## src/rtl/sata_crc_checker_stat.sv

```systemverilog
// Rx-path SATA frame CRC checker: residue and length check, optional CRC strip,
// per-frame status pulse and saturating good/CRC-error/length-error counters.
module sata_crc_checker_stat #(
  parameter bit STRIP_CRC = 1'b1,
  parameter int MIN_LEN   = 2,
  parameter int MAX_LEN   = 2050,
  parameter int LENWIDTH  = 12,
  parameter int CNTWIDTH  = 16
) (
  input  logic                reset,
  input  logic                clk,
  input  logic [31:0]         i_dat,
  input  logic                i_val,
  input  logic                i_eop,
  output logic                i_rdy,
  output logic [31:0]         o_dat,
  output logic                o_val,
  output logic                o_eop,
  output logic                o_err,
  input  logic                o_rdy,
  output logic                stat_vld,
  output logic                stat_crc_err,
  output logic                stat_len_err,
  output logic [LENWIDTH-1:0] stat_len,
  input  logic                cnt_clr,
  output logic [CNTWIDTH-1:0] cnt_good,
  output logic [CNTWIDTH-1:0] cnt_crc,
  output logic [CNTWIDTH-1:0] cnt_len
);

  // SATA link-layer CRC: non-reflected, no final inversion, so data+CRC leaves a zero residue.
  localparam logic [31:0] CRC_POLYNOMIAL = 32'h04C1_1DB7;
  localparam logic [31:0] CRC_INITVALUE  = 32'h5232_5032;

  localparam logic [LENWIDTH-1:0] MIN_L = LENWIDTH'(MIN_LEN);
  localparam logic [LENWIDTH-1:0] MAX_L = LENWIDTH'(MAX_LEN);

  function automatic logic [31:0] crc_step(input logic [31:0] crc, input logic [31:0] d);
    logic [31:0] c;
    // NOTE: blocking '=' is right here: c is a loop temporary, not clocked state.
    c = crc;
    for (int i = 31; i >= 0; i--) begin
      c = {c[30:0], 1'b0} ^ ((c[31] ^ d[i]) ? CRC_POLYNOMIAL : 32'h0);
    end
    return c;
  endfunction

  function automatic logic [CNTWIDTH-1:0] sat_inc(input logic [CNTWIDTH-1:0] c);
    return (&c) ? c : c + 1'b1;
  endfunction

  logic [31:0]         crc_q;
  logic [31:0]         crc_new;
  logic [LENWIDTH-1:0] len_q;
  logic [LENWIDTH-1:0] len_next;
  logic                accept;
  logic                last;
  logic                crc_err;
  logic                len_err;
  logic                frame_err;

  assign accept    = i_val & i_rdy;
  assign last      = accept & i_eop;
  assign crc_new   = crc_step(crc_q, i_dat);
  assign len_next  = (&len_q) ? len_q : len_q + 1'b1;
  assign crc_err   = |crc_new;
  assign len_err   = (len_next < MIN_L) | (len_next > MAX_L);
  assign frame_err = crc_err | len_err;

  always_ff @(posedge clk or posedge reset) begin
    if (reset) begin
      crc_q <= CRC_INITVALUE;
      len_q <= '0;
    end else if (accept) begin
      if (i_eop) begin
        crc_q <= CRC_INITVALUE;
        len_q <= '0;
      end else begin
        crc_q <= crc_new;
        len_q <= len_next;
      end
    end
  end

  always_ff @(posedge clk or posedge reset) begin
    if (reset) begin
      stat_vld     <= 1'b0;
      stat_crc_err <= 1'b0;
      stat_len_err <= 1'b0;
      stat_len     <= '0;
    end else begin
      stat_vld <= last;
      if (last) begin
        stat_crc_err <= crc_err;
        stat_len_err <= len_err;
        stat_len     <= len_next;
      end
    end
  end

  // Clear wins over a coinciding frame update.
  always_ff @(posedge clk or posedge reset) begin
    if (reset) begin
      cnt_good <= '0;
      cnt_crc  <= '0;
      cnt_len  <= '0;
    end else if (cnt_clr) begin
      cnt_good <= '0;
      cnt_crc  <= '0;
      cnt_len  <= '0;
    end else if (last) begin
      if (!frame_err) cnt_good <= sat_inc(cnt_good);
      if (crc_err)    cnt_crc  <= sat_inc(cnt_crc);
      if (len_err)    cnt_len  <= sat_inc(cnt_len);
    end
  end

  generate
    if (STRIP_CRC) begin : g_strip
      // One-dword skid: a payload dword is released only once the next beat shows up,
      // which is when we learn whether it was the last payload dword.
      logic        hv;
      logic [31:0] dat_reg;

      always_ff @(posedge clk or posedge reset) begin
        if (reset) begin
          hv      <= 1'b0;
          dat_reg <= '0;
        end else if (accept) begin
          if (i_eop) begin
            hv <= 1'b0;
          end else begin
            hv      <= 1'b1;
            dat_reg <= i_dat;
          end
        end
      end

      assign i_rdy = ~hv | o_rdy;
      assign o_dat = dat_reg;
      assign o_val = hv & i_val;
      assign o_eop = hv & i_eop;
      assign o_err = hv & i_eop & frame_err;
    end else begin : g_pass
      assign i_rdy = o_rdy;
      assign o_dat = i_dat;
      assign o_val = i_val;
      assign o_eop = i_eop;
      assign o_err = i_eop & frame_err;
    end
  endgenerate

endmodule

```

## config.mk

```make
export PLATFORM = sky130hd
export DESIGN_NAME = sata_crc_checker_stat
export DESIGN_NICKNAME = d
export VERILOG_FILES = /design/src/rtl/sata_crc_checker_stat.sv
export SDC_FILE = /design/constraint.sdc
export NUM_CORES = 1
export LEC_CHECK = 0
export BUFFER_PORTS_ARGS = -buffer_cell sky130_fd_sc_hd__buf_2
export CELL_PAD_IN_SITES_DETAIL_PLACEMENT = 1
export CELL_PAD_IN_SITES_GLOBAL_PLACEMENT = 1
export CORE_MARGIN = 5
export CORE_UTILIZATION = 50
export CTS_BUF_LIST = sky130_fd_sc_hd__clkbuf_16
export CTS_CLUSTER_DIAMETER = 30
export DETAILED_ROUTE_END_ITERATION = 8
export GPL_TIMING_DRIVEN = 0
export PLACE_DENSITY_LB_ADDON = 0.1
export SETUP_SLACK_MARGIN = 0.4
export SLEW_MARGIN = 10
export SYNTH_ARGS = -nofsm -noshare
export SYNTH_HDL_FRONTEND = slang
export SYNTH_SLANG_ARGS = --single-unit
```

## constraint.sdc

```tcl
create_clock -name clk -period 8.46 [get_ports clk]
set_clock_uncertainty 0.05 [all_clocks]
set_input_delay 0.423 -clock clk [delete_from_list [all_inputs] [get_ports clk]]
set_output_delay 0.423 -clock clk [all_outputs]
set_load 0.1 [all_outputs]
```

==> impl_results.rst, run 1 <==
.. list-table::
   :header-rows: 1

   * - Metric
     - Value
   * - Weighted congestion reported at the end of routability-driven placement
     - 0.898
   * - Slowest cell on the critical path
     - sky130_fd_sc_hd__a211oi_4
   * - CTS Buf Count
     - 17
   * - Number of detailed-route iterations in the first pass
     - 5
   * - ANT nets after route
     - 0
   * - Number of instances in the placed design
     - 1390
   * - Worst slack on hold paths
     - 172 ps
   * - Mean area per synthesized cell
     - 10.1 µm²
   * - Horizontal die dimension
     - 152 µm
   * - Antenna violations before repair
     - 3
   * - Slew at the pin closest to its max-slew limit
     - 957 ps
   * - Synth async-reset ratio
     - 1.00
   * - Endpoint type of the worst setup path
     - output port
   * - Count of endpoints failing hold in the final timing report
     - 0
   * - Initial cell density of the core
     - 0.512
   * - Leading cell types by total area after synthesis
     - sky130_fd_sc_hd__dfrtp_1, sky130_fd_sc_hd__xnor2_1, sky130_fd_sc_hd__xnor3_1, sky130_fd_sc_hd__nand2_1, sky130_fd_sc_hd__xor2_1
   * - Warnings, synthesis
     - 0
   * - Required @ worst endpoint
     - 7990 ps
   * - Slowest Stage Delay on Critical Path
     - 590 ps
   * - Gr ovfl total
     - 0
   * - Time the worst path needs with I/O delays and setup
     - 7420 ps
   * - Clock transition time at the flip-flop clock pins of the worst setup and hold paths
     - 70 ps
   * - Leading register cell type out of synthesis
     - sky130_fd_sc_hd__dfrtp_1
   * - Commonest non-fill, non-tap cell in the layout
     - sky130_fd_sc_hd__xnor2_1
   * - Synth-to-Final Area Change
     - 16.7%
   * - Clock insertion delay at the later pin of the skew report
     - 430 ps
   * - Die height
     - 152 µm
   * - Number of nets in the synthesized netlist
     - 1033
   * - Number of buffers on the longest clock path
     - 2
   * - CTS tree
     - done
   * - # nets final
     - 1188
   * - FF+latch area
     - 3520 µm²
   * - Gate count after technology mapping
     - 990
   * - Num rows
     - 51
   * - Post-route clock period utilization
     - 0.877
   * - Number of buffers inserted by port buffering
     - 134
   * - Share of Yosys cell area claimed by the top area cell type
     - 0.322
   * - Core utilization of the finished layout
     - 0.597
   * - Fraction of layout cells with a size suffix above 1
     - 0.195
   * - Number of flops mapped to enable cells by yosys
     - 0
   * - Worst-path maximum fanout
     - 10
   * - Count of routing violations after the opening detailed-route iteration
     - 410
   * - Wirelength per Cell
     - 21.9 µm
   * - Worst setup slack for register-to-register paths
     - 1990 ps
   * - Clock Root Buffer
     - sky130_fd_sc_hd__clkbuf_16
   * - Top cell type by total area after synthesis
     - sky130_fd_sc_hd__dfrtp_1
   * - Startpoint types
     - register
   * - Die area
     - 23000 µm²
   * - Setup TNS
     - 0 ps
   * - Reg2Reg Launch Point
     - crc_q[30]
   * - Arrival time at the worst endpoint
     - 6950 ps
   * - Non-filler instance count after layout
     - 1423
   * - Detailed-route vias per instance
     - 5.54
   * - IO Pins
     - 137
   * - Clock net sink count
     - 140
   * - Number of global-route vias before repair
     - 8404
   * - Number of pins with negative max-slew slack in the final report
     - 0
   * - Number of fill cells in the layout
     - 2250
   * - Pin count of the biggest net entering global routing
     - 75
   * - Maximum capacitance violations
     - 0
   * - Global Route Usage Sum
     - 0.278
   * - Startpoint-to-endpoint class of the critical path
     - reg -> out
   * - Final HPWL DP
     - 24.2 mm
   * - Footprint of the multi-input gates
     - 6330 µm²
   * - Remaining design rule violation count
     - 0
   * - Maximum operating frequency
     - 135 MHz
   * - Number of distinct library cells after synthesis
     - 58
   * - Type of the most critical hold path
     - in -> reg
   * - Post-synth design cell area
     - 10000 µm²
   * - Crit-path most repeated cell
     - sky130_fd_sc_hd__xnor2_2
   * - WHS Endpoint
     - o_dat[2]
   * - H-tree Lvls
     - 4
   * - Relative slew margins
     - 0.360
   * - Register-to-Register Path Depth
     - 16
   * - Via count of the routed design
     - 7880
   * - Status
     - complete, no violations
   * - Antenna diode count
     - 0
   * - RSZ-0062 raised after global routing
     - false
   * - Area of the core
     - 19600 µm²
   * - Final Setup Violations
     - 0
   * - Leading cell types in the layout, fill and taps excluded
     - sky130_fd_sc_hd__xnor2_1, sky130_fd_sc_hd__nand2_1, sky130_fd_sc_hd__buf_2, sky130_fd_sc_hd__dfrtp_1, sky130_fd_sc_hd__nor2_1
   * - Routed WL
     - 31.2 mm
   * - Worst hold start
     - i_dat[2]
   * - Critical Path, Cell by Cell
     - xor2_1 -> xnor3_1 -> xnor2_2 -> xnor2_2 -> xor2_2 -> xor3_2 -> inv_1 -> ha_1 -> nor3b_1 -> nand4_1 -> or4_4 -> a211oi_4 -> clkbuf_1 -> and2_1 -> a21boi_0 -> buf_2
   * - Wire length of the first global-routing pass
     - 48.1 mm
   * - Sequential share of the synthesized area
     - 0.351
   * - Endpoint of the most critical register-to-register path
     - cnt_crc[8]
   * - Hold-critical path depth
     - 3
   * - Number of synthesized register bits
     - 140
==> repair_timing <==
action / in CTS / in global routing
hold endpoints to repair: 1 / 0
gates resized for setup: 0 / 0
setup buffers: 0 / 0
hold buffers: 1 / 0
==> synth_stat cells, types with 11 or more instances <==
library cell                 n
sky130_fd_sc_hd__a22o_1     14
sky130_fd_sc_hd__xnor2_2    21
sky130_fd_sc_hd__clkbuf_1   35
sky130_fd_sc_hd__a211oi_1   12
sky130_fd_sc_hd__a21oi_1    24
sky130_fd_sc_hd__nand4_1    20
sky130_fd_sc_hd__and3_1     25
sky130_fd_sc_hd__nand2_1   165
sky130_fd_sc_hd__xnor2_1   168
sky130_fd_sc_hd__xnor3_1    39
sky130_fd_sc_hd__dfrtp_1   129
sky130_fd_sc_hd__o21ai_0    39
sky130_fd_sc_hd__mux2i_1    11
sky130_fd_sc_hd__nor2_1     72
sky130_fd_sc_hd__xor2_1     65
sky130_fd_sc_hd__dfstp_2    11
sky130_fd_sc_hd__nand3_1    20
==> critical path: cells and delay by family, from the launching register on <==
family | cells | cell delay, ps
xor gates and xnor gates | 6 | 2790
and+or+nand+nor | 4 | 1200
buffers and inverters | 3 | 1050
AOI/OAI and AO/OA | 2 | 670
DFF | 1 | 580
adders and majority gates | 1 | 210
==> registers in the layout, summed over array words and instances, names as in the netlist, 12 cells and up <==
register and count:
cnt_crc 16, cnt_good 16, stat_len 12, len_q 12
cnt_len 16, crc_q 32, o_dat 32
==> metal layers <==
metal,up-vias,GRT usage,routed length (µm)
met5,-,0,33
met3,45,0.0467,1300
met4,6,0.0907,817
met2,173,0.493,16200
li1,3652,-,-
met1,4004,0.346,12900
==> cells by family after synthesis <==
family | Yosys count | share of synthesized area
mux | 11 | 0.0110
fa+ha+maj | 5 | 0.00624
buf+inv | 47 | 0.0177
simple gates | 354 | 0.162
flops | 140 | 0.351
compound gates | 118 | 0.0768
xor+xnor | 315 | 0.375
==> worst max path at each step <==
stage	from	endpoint	slack, ps	depth (start not counted)
5_1_grt	crc_q[30]	o_err	800	16
4_1_cts	crc_q[31]	o_err	1060	16
6_report	crc_q[30]	o_err	1040	16
2_1_floorplan	crc_q[30]	o_err	1750	13
3_5_place_dp	i_dat[31]	o_err	1480	17
3_3_place_gp	i_dat[31]	o_err	1560	17
==> through the flow <==
stage / setup slack [ps] / area [µm²]
2_1_floorplan: 1750 / 10000
3_3_place_gp: 1560 / 11000
3_5_place_dp: 1480 / 11100
4_1_cts: 1060 / 11700
5_1_grt: 804 / 11700
6_report: 1040 / 11700
==> layout make-up <==
class                      count  area share
multi-input combinational    803       0.541
sequential                   140       0.301
timing repair buffer         136      0.0606
clock buffer                  17      0.0364
tap                          265      0.0284
clock inverter                15      0.0169
buffer                        37      0.0120
inverter                      10     0.00385
Power of run 1 is left out: the tool's default activity adds up to more than one toggle a clock period on the data nets, which glitch-free logic cannot reach.
==> run 2, diff against run 1 <==
Settings changed: CORE_ASPECT_RATIO set to 0.75, HOLD_SLACK_MARGIN set to 0.15.
==> run 2 against run 1 <==
Die area increased by 0.13%. Fmax increased by 0.48%. Cell area decreased by 0.42%. Wire length increased by 4.9%. Highest routed layer unchanged. Count of clock-buffer cells in the layout unchanged. Register-to-register slack improved by 30 ps. Sequential cell count unchanged. Utilization decreased by 0.11 points. Worst setup slack improved by 36 ps. Critical path depth decreased by 2.
==> impl_results.rst, run 2 (synthesis results as in run 1) <==
.. list-table::
   :header-rows: 1

   * - Metric
     - Value
   * - Count of endpoints failing hold in the final timing report
     - 0
   * - Setup TNS
     - 0 ps
   * - CTS Buf Count
     - 17
   * - Arrival time at the worst endpoint
     - 6910 ps
   * - Final Setup Violations
     - 0
   * - Synth-to-Final Area Change
     - 16.2%
   * - CTS tree
     - done
   * - Weighted congestion reported at the end of routability-driven placement
     - 0.958
   * - Detailed-route vias per instance
     - 5.73
   * - Critical Path, Cell by Cell
     - xor2_1 -> xnor3_1 -> xnor3_1 -> xnor2_1 -> xnor3_1 -> xnor2_2 -> xnor2_4 -> xnor3_1 -> or4_4 -> a211oi_4 -> clkbuf_1 -> and2_1 -> a21boi_0 -> buf_2
   * - Register-to-Register Path Depth
     - 13
   * - Antenna diode count
     - 0
   * - Initial cell density of the core
     - 0.513
   * - Endpoint type of the worst setup path
     - output port
   * - Die height
     - 133 µm
   * - RSZ-0062 raised after global routing
     - false
   * - H-tree Lvls
     - 4
   * - Relative slew margins
     - 0.360
   * - IO Pins
     - 137
   * - Number of setup buffers added after CTS
     - 0
   * - FF+latch area
     - 3520 µm²
   * - Clock transition time at the flip-flop clock pins of the worst setup and hold paths
     - 60 ps
   * - Wirelength per Cell
     - 23.2 µm
   * - Number of pins with negative max-slew slack in the final report
     - 0
   * - Slowest Stage Delay on Critical Path
     - 700 ps
   * - Clock Root Buffer
     - sky130_fd_sc_hd__clkbuf_16
   * - Crit-path most repeated cell
     - sky130_fd_sc_hd__xnor3_1
   * - Type of the most critical hold path
     - in -> reg
   * - Number of buffers inserted by port buffering
     - 134
   * - Count of routing violations after the opening detailed-route iteration
     - 633
   * - Number of buffers on the longest clock path
     - 2
   * - Maximum operating frequency
     - 135 MHz
   * - Global Route Usage Sum
     - 0.286
   * - Die area
     - 23000 µm²
   * - Horizontal die dimension
     - 173 µm
   * - Status
     - complete, no violations
   * - Routed WL
     - 32.7 mm
   * - Time the worst path needs with I/O delays and setup
     - 7380 ps
   * - WHS Endpoint
     - o_dat[5]
   * - ANT nets after route
     - 0
   * - Pin count of the biggest net entering global routing
     - 84
   * - Fraction of layout cells with a size suffix above 1
     - 0.193
   * - Hold-critical path depth
     - 3
   * - Slowest cell on the critical path
     - sky130_fd_sc_hd__xnor3_1
   * - Clock net sink count
     - 140
   * - Worst hold start
     - i_dat[5]
   * - Met1 routing resource usage after global routing
     - 0.418
   * - Post-route clock period utilization
     - 0.873
   * - Endpoint of the most critical register-to-register path
     - cnt_good[13]
   * - Worst-path maximum fanout
     - 10
   * - # nets final
     - 1188
   * - Global Route met2 Usage
     - 0.427
   * - Worst setup slack for register-to-register paths
     - 2020 ps
   * - Gr ovfl total
     - 0
   * - Remaining design rule violation count
     - 0
   * - Reg2Reg Launch Point
     - crc_q[31]
   * - Gates resized, CTS repair
     - 0
   * - Wire length of the first global-routing pass
     - 51.1 mm
   * - Commonest non-fill, non-tap cell in the layout
     - sky130_fd_sc_hd__xnor2_1
   * - Leading cell types in the layout, fill and taps excluded
     - sky130_fd_sc_hd__xnor2_1, sky130_fd_sc_hd__nand2_1, sky130_fd_sc_hd__buf_2, sky130_fd_sc_hd__dfrtp_1, sky130_fd_sc_hd__nor2_1
   * - Clock insertion delay at the later pin of the skew report
     - 420 ps
   * - Footprint of the multi-input gates
     - 6330 µm²
   * - Final HPWL DP
     - 24.4 mm
   * - Maximum capacitance violations
     - 0
   * - Largest delay share family, worst path
     - XOR/XNOR gates
   * - Number of global-route vias before repair
     - 8481
   * - Number of detailed-route iterations in the first pass
     - 5
   * - Number of fill cells in the layout
     - 2212
   * - Busiest grt layer
     - met2
   * - Via count of the routed design
     - 8084
   * - Fraction of met3 tracks used by global routing
     - 0.0793
   * - Sum of buffers and inverters on the critical path
     - 2
   * - Num rows
     - 44
   * - Antenna violations before repair
     - 2
   * - Startpoint-to-endpoint class of the critical path
     - reg -> out
   * - Area of the core
     - 19500 µm²
   * - Slew at the pin closest to its max-slew limit
     - 954 ps
   * - Required @ worst endpoint
     - 7990 ps
   * - Startpoint types
     - register
-- run 2: cell types whose count changed in the layout (fill, tap and decap cells not counted), sizes merged --
cell    before  now
bufinv       1    2
inv         18   17
-- run 2: timing repair --
item | CTS | global route
hold buffers | 1 | 0
hold endpoints to repair | 49 | 0
endpoints found under the setup margin | 0 | 0
-- run 2: area by class of cell --
class                   instances  area share
clock buffers                  17      0.0365
repair buffers                136      0.0608
plain buffers                  37      0.0120
inverters                      10     0.00387
multi-input cells             803       0.543
well taps                     253      0.0272
clock inverters                15      0.0141
flip-flops and latches        140       0.302
-- run 2: through the flow --
step / instance area (µm²) / worst slack (ps) / utilization / hold WS, ps / cells
floorplan: 10000 / 1750 / - / 391 / 990
global placement: 11000 / 1500 / 0.563 / 400 / 1377
detailed placement: 11000 / 1480 / 0.565 / 408 / 1378
CTS: 11600 / 1100 / 0.596 / 163 / 1411
global route: 11600 / 724 / 0.596 / 177 / 1411
finish: 11600 / 1080 / 0.596 / 169 / 1411
-- run 2: layer usage --
| metal | wire length, µm | share of wire | up-vias |
|---|---|---|---|
| met5 | 40 | 0.0012 | - |
| met4 | 520 | 0.016 | 4 |
| met3 | 2530 | 0.077 | 38 |
| met2 | 14400 | 0.44 | 274 |
| met1 | 15200 | 0.47 | 4124 |
| li1 | - | - | 3644 |
-- run 2: worst max-delay path by stage --
stage	startpoint	endpoint	slack (ps)	cells after the start
3_3_place_gp	i_dat[31]	o_err	1500	15
2_1_floorplan	crc_q[30]	o_err	1750	13
3_5_place_dp	i_dat[31]	o_err	1480	15
5_1_grt	crc_q[31]	o_err	720	16
4_1_cts	crc_q[31]	o_err	1100	14
6_report	crc_q[31]	o_err	1080	14
-- run 2: tightest hold or removal path, delay by kind of cell --
family                 cells  cell delay, ps
buffers and inverters      1              90
and+or+nand+nor            2              90
Power of run 2 is left out for the same reason.
